===== config.mk =====
export PLATFORM = sky130hd
export DESIGN_NAME = jtag_reg_bridge
export DESIGN_NICKNAME = d
export VERILOG_FILES = /design/src/rtl/jtag_bridge_pkg.sv /design/src/rtl/jtag_reg_bridge.sv
export SDC_FILE = /design/constraint.sdc
export NUM_CORES = 1
export LEC_CHECK = 0
export ABC_AREA = 1
export CAP_MARGIN = 25
export CELL_PAD_IN_SITES_DETAIL_PLACEMENT = 1
export CELL_PAD_IN_SITES_GLOBAL_PLACEMENT = 1
export CORE_ASPECT_RATIO = 1.4
export CORE_MARGIN = 3
export CORE_UTILIZATION = 44
export CTS_CLUSTER_DIAMETER = 40
export DETAILED_ROUTE_END_ITERATION = 12
export HOLD_SLACK_MARGIN = 0.03
export PLACE_DENSITY_LB_ADDON = 0.1
export SLEW_MARGIN = 5
export SYNTH_ARGS = -nofsm -noshare
export SYNTH_HDL_FRONTEND = slang
export SYNTH_SLANG_ARGS = --single-unit

===== constraint.sdc =====
create_clock -name jtck -period 2.2 [get_ports jtck]
set_input_delay 0.33 -clock jtck [delete_from_list [all_inputs] [get_ports jtck]]
set_output_delay 0.33 -clock jtck [all_outputs]
set_load 0.01 [all_outputs]

===== src/rtl/jtag_bridge_pkg.sv =====
// rtl/jtag_bridge_pkg.sv - shared types and constants for the JTAG register bridge
package jtag_bridge_pkg;

  // Default register-bus geometry and ack timeout (jtck cycles)
  localparam int DEF_ADDR_W  = 8;
  localparam int DEF_DATA_W  = 32;
  localparam int DEF_TIMEOUT = 255;

  // Status bit positions inside the captured address field
  localparam int STAT_BUSY = 0;
  localparam int STAT_ERR  = 1;
  localparam int STAT_OVR  = 2;

  // Bus transaction FSM states
  typedef enum logic [1:0] {
    IDLE = 2'd0,
    REQ  = 2'd1,
    DONE = 2'd2
  } state_t;

endpackage


===== src/rtl/jtag_reg_bridge.sv =====
// rtl/jtag_reg_bridge.sv - JTAG ER1 data register to register-bus master bridge
module jtag_reg_bridge
  import jtag_bridge_pkg::*;
#(
  parameter int ADDR_W  = DEF_ADDR_W,
  parameter int DATA_W  = DEF_DATA_W,
  parameter int TIMEOUT = DEF_TIMEOUT
) (
  input  logic              jtck,
  input  logic              jrstn,
  input  logic              jtdi,
  input  logic              jshift,
  input  logic              jupdate,
  input  logic              jce1,
  output logic              jtdo1,
  output logic              bus_req,
  output logic              bus_we,
  output logic [ADDR_W-1:0] bus_addr,
  output logic [DATA_W-1:0] bus_wdata,
  input  logic [DATA_W-1:0] bus_rdata,
  input  logic              bus_ack
);

  // Scan chain layout: [W-1] we, [W-2:DATA_W] addr, [DATA_W-1:0] data
  localparam int         W          = 1 + ADDR_W + DATA_W;
  localparam logic [7:0] TIMER_LOAD = 8'(TIMEOUT);

  state_t            state;
  state_t            state_nxt;
  logic [W-1:0]      sr;
  logic [DATA_W-1:0] rdata_q;
  logic [7:0]        timer;
  logic              err;
  logic              ovr;
  logic              er1_sel;
  logic [ADDR_W-1:0] status;

  logic capture;
  logic shift;
  logic update;
  logic busy;
  logic start;
  logic ack_hit;
  logic timeout_hit;

  assign capture     = jce1 & ~jshift;
  assign shift       = jce1 & jshift;
  // Update-DR is shared by every user register; only act when ER1 was the one scanned
  assign update      = jupdate & er1_sel;
  assign busy        = (state != IDLE);
  assign start       = update & ~busy;
  assign ack_hit     = (state == REQ) & bus_ack;
  // Timer reaching zero on this edge: the last REQ cycle without an ack
  assign timeout_hit = (state == REQ) & ~bus_ack & (timer == 8'd1);
  assign jtdo1       = sr[0];

  // Status word presented in the address field on capture
  always_comb begin
    status            = '0;
    status[STAT_BUSY] = busy;
    status[STAT_ERR]  = err;
    status[STAT_OVR]  = ovr;
  end

  // Shift register: parallel load on capture, LSB-first shift toward jtdo1
  always_ff @(posedge jtck or negedge jrstn) begin
    if (!jrstn) begin
      sr <= '0;
    end else if (capture) begin
      sr <= {1'b0, status, rdata_q};
    end else if (shift) begin
      sr <= {jtdi, sr[W-1:1]};
    end
  end

  // Remember whether ER1 was the selected register until its update is consumed
  always_ff @(posedge jtck or negedge jrstn) begin
    if (!jrstn) begin
      er1_sel <= 1'b0;
    end else if (jce1) begin
      er1_sel <= 1'b1;
    end else if (jupdate) begin
      er1_sel <= 1'b0;
    end
  end

  // FSM state register
  always_ff @(posedge jtck or negedge jrstn) begin
    if (!jrstn) begin
      state <= IDLE;
    end else begin
      state <= state_nxt;
    end
  end

  // FSM next-state logic
  always_comb begin
    state_nxt = state;
    case (state)
      IDLE:    if (start) state_nxt = REQ;
      REQ:     if (ack_hit || timeout_hit) state_nxt = DONE;
      DONE:    state_nxt = IDLE;
      default: state_nxt = IDLE;
    endcase
  end

  // FSM outputs: request is asserted for the whole REQ state
  always_comb begin
    bus_req = (state == REQ);
  end

  // Latch the command from the scan chain when a transaction starts
  always_ff @(posedge jtck or negedge jrstn) begin
    if (!jrstn) begin
      bus_we    <= 1'b0;
      bus_addr  <= '0;
      bus_wdata <= '0;
    end else if (start) begin
      bus_we    <= sr[W-1];
      bus_addr  <= sr[W-2:DATA_W];
      bus_wdata <= sr[DATA_W-1:0];
    end
  end

  // Ack timeout counter, reloaded at every transaction start
  always_ff @(posedge jtck or negedge jrstn) begin
    if (!jrstn) begin
      timer <= '0;
    end else if (start) begin
      timer <= TIMER_LOAD;
    end else if ((state == REQ) && !bus_ack) begin
      timer <= timer - 8'd1;
    end
  end

  // Read data is captured only on an acked read; a timeout keeps the old value
  always_ff @(posedge jtck or negedge jrstn) begin
    if (!jrstn) begin
      rdata_q <= '0;
    end else if (ack_hit && !bus_we) begin
      rdata_q <= bus_rdata;
    end
  end

  // Sticky error flag: set on timeout, cleared by capture, set has priority
  always_ff @(posedge jtck or negedge jrstn) begin
    if (!jrstn) begin
      err <= 1'b0;
    end else if (timeout_hit) begin
      err <= 1'b1;
    end else if (capture) begin
      err <= 1'b0;
    end
  end

  // Sticky overrun flag: set when a command arrives while busy, cleared by capture
  always_ff @(posedge jtck or negedge jrstn) begin
    if (!jrstn) begin
      ovr <= 1'b0;
    end else if (update && busy) begin
      ovr <= 1'b1;
    end else if (capture) begin
      ovr <= 1'b0;
    end
  end

endmodule


==> impl_metrics.json <==
{
  "status": "complete, no violations",
  "worst_slack_ns": 0.101,
  "maxSlewViolCount": 0,
  "ys_ff_latch": 127,
  "finalSetupTns_ns": 0,
  "dp_hpwl_um": 8830,
  "clk_latency_ns": 0.41,
  "slowest_delay_ns": 0.57,
  "vias": 4183,
  "cts_tree": "done",
  "htreeDepth": 4,
  "rows": 46,
  "multi_input_area_um2": 1600,
  "grt_usage": 0.230,
  "cts.sinks": 127,
  "finalClockSkew_ns": 0.00660,
  "die_h_um": 134,
  "antenna_found_initial": 0,
  "p_per_area_nw_per_um2": 1310,
  "grt_util_met3": 0.0517,
  "design.die.area_um2": 13200,
  "crit_arrival_ns": 1.77,
  "cap_violations": 0,
  "syn_nets": 576,
  "routed_via_density": 5.41,
  "hold_viol_final": 0,
  "p_total_mw": 8.80,
  "slew_headroom": 0.547,
  "placed_area_um2": 6120,
  "die_w_um": 97.8,
  "crit_slowest_cell": "clkdlybuf4s50_1",
  "crit_chain": "inv_1, nand2_1, inv_4, clkdlybuf4s50_1",
  "grt_max_degree": 50,
  "io_buffers": 81,
  "final_cell_area_um2": 6730,
  "syn2layout_area_growth_pct": 29.6,
  "pre_cts_ws_ns": 0.332,
  "grt_overflow": 0,
  "drive_above_1_share": 0.119,
  "final_cells": 773,
  "path_clk_slew_ns": 0.05,
  "ys_warn_count": 0,
  "io_pins": 82,
  "worstSetupPathType": "reg -> out",
  "routedWlPerCell_um": 18.5,
  "synth_cell_types": 21,
  "synthesis.area_um2": 5190,
  "syn_avg_cell_area_um2": 9.70,
  "crit_buf_inv": 3,
  "first_iter_violations": 199,
  "nets": 657,
  "root_buffer": "clkbuf_16",
  "worstPathRequired_ns": 1.87,
  "firstDrtPassIters": 4,
  "drt-total-wl_um": 14300,
  "p_leak_nw": 3.22,
  "regArea_um2": 3180,
  "start_util": 0.453,
  "tightest_slew_ns": 0.679,
  "grt_pass1_wl_um": 23600,
  "cp-end-kind": "primary output",
  "ant_nets": 0,
  "ys_seq_area_frac": 0.612,
  "core_um2": 11500,
  "max_freq_mhz": 476,
  "grt_pass1_vias": 4587,
  "min_path_type": "in -> reg",
  "start_kind": "register",
  "period_needed_ns": 2.10,
  "antennaDiodeCount": 0,
  "period_share": 0.954,
  "setup_violations": 0,
  "crit_family": "buffers and inverters",
  "clockBufferDepth": 2,
  "gp_congestion": 0.754,
  "grtUsageMet2": 0.411,
  "top_usage_layer": "met2",
  "fillers": 1263,
  "synth_cells": 535,
  "cts_buffers": 17,
  "rsz0062_at_grt": "false",
  "grtUsageMet1": 0.270,
  "drc_errors": 0,
  "critPathMaxFanout": 13,
  "dp.cells": 740,
  "max-vdd-ir-drop_mv": 0.563
}
[layout by cell type, fill, tap and decap left out, types with 6 or more instances in the layout]
cell	instances
inv_1	54
dfrtp_1	127
clkdlybuf4s50_1	79
clkbuf_16	17
nor2_1	9
o21ai_0	22
nand3_1	47
o22ai_1	39
buf_4	6
o21ai_2	21
nand2_1	132
a21oi_1	35
[Yosys cell counts]
library cell    n  share of area
nand2_1       132          0.095
dfrtp_1       127           0.61
inv_1          54          0.039
nand3_1        47          0.045
o22ai_1        39          0.047
a21oi_1        35          0.034
o21ai_0        22          0.021
o21ai_2        21          0.035
buf_2          20          0.019
nor2_1          9         0.0065
buf_6           8          0.017
inv_2           4         0.0029
o21ai_1         4         0.0039
clkbuf_1        2         0.0014
ha_1            2         0.0048
nand2_2         2         0.0024
nand3_2         2         0.0039
nor2_2          2         0.0024
nand2_4         1         0.0022
o211ai_1        1         0.0014
o221ai_1        1         0.0017
[registers in the layout, summed over array words and instances (netlist names)]
register / flops
bus_addr: 8
rdata_q: 32
bus_wdata: 32
state: 2
err: 1
ovr: 1
bus_we: 1
timer: 8
sr: 41
er1_sel: 1
[final cells by class]
cell class	count	share of cell area
clock inverter	10	0.0164
inverter	58	0.0327
sequential	127	0.472
multi-input combinational	320	0.238
clock buffer	22	0.0720
tap	144	0.0268
timing repair buffer	92	0.141
[through the flow]
stage / utilization / hold WS [ns]
floorplan: - / 0.0344
global placement: 0.534 / 0.416
detailed placement: 0.534 / 0.418
CTS: 0.587 / 0.304
global route: 0.587 / 0.323
finish: 0.587 / 0.321
[path summary, 6_finish.rpt]
kind | start | slack [ns] | depth (start not counted) | endpoint
worst max-delay path | state[1]$_DFFE_PN0P_ | 0.10 | 4 | bus_req
worst min-delay path | jce1 | 0.32 | 3 | sr[39]$_DFFE_PN0P_
worst max register to register | state[1]$_DFFE_PN0P_ | 0.52 | 6 | rdata_q[20]$_DFFE_PN0P_
worst min register to register | rdata_q[8]$_DFFE_PN0P_ | 0.48 | 2 | rdata_q[8]$_DFFE_PN0P_
max in group asynchronous | jrstn | 1.03 | 3 | rdata_q[22]$_DFFE_PN0P_
min in group asynchronous | jrstn | 0.51 | 2 | bus_wdata[29]$_DFFE_PN0P_
[worst register-to-register path: cells and delay by family (launching register included)]
kind | cells | cell delay (ns)
and+or+nand+nor | 4 | 0.88
buffers and inverters | 2 | 0.28
DFF | 1 | 0.39
[power breakdown]
group	internal [mW]	switching (mW)	leakage [nW]
clock	1.78	0.998	0.284
combinational	1.11	1.25	1.41
sequential	3.16	0.518	1.52
total	6.04	2.76	3.22
[logic make-up after synthesis]
family,Yosys count,synth area share
AND/OR/NAND/NOR,195,0.158
AO/OA/AOI/OAI,123,0.144
buffers and inverters,88,0.0801
adder cells (fa/ha/maj),2,0.00482
flip-flops,127,0.612
[timing repair]
item / CTS / global route
gates resized for setup: 1 / 0
hold endpoints to repair: 47 / 0
hold buffers: 1 / 0
endpoints found under the setup margin: 1 / 0
setup buffers: 0 / 0
[metal layers]
layer / routed length, µm / vias to the layer above
met1: 5800 / 2140
met4: 266 / 0
li1: - / 1919
met5: 0 / -
met2: 7670 / 105
met3: 573 / 19
Power figures use the tool's default switching activity.
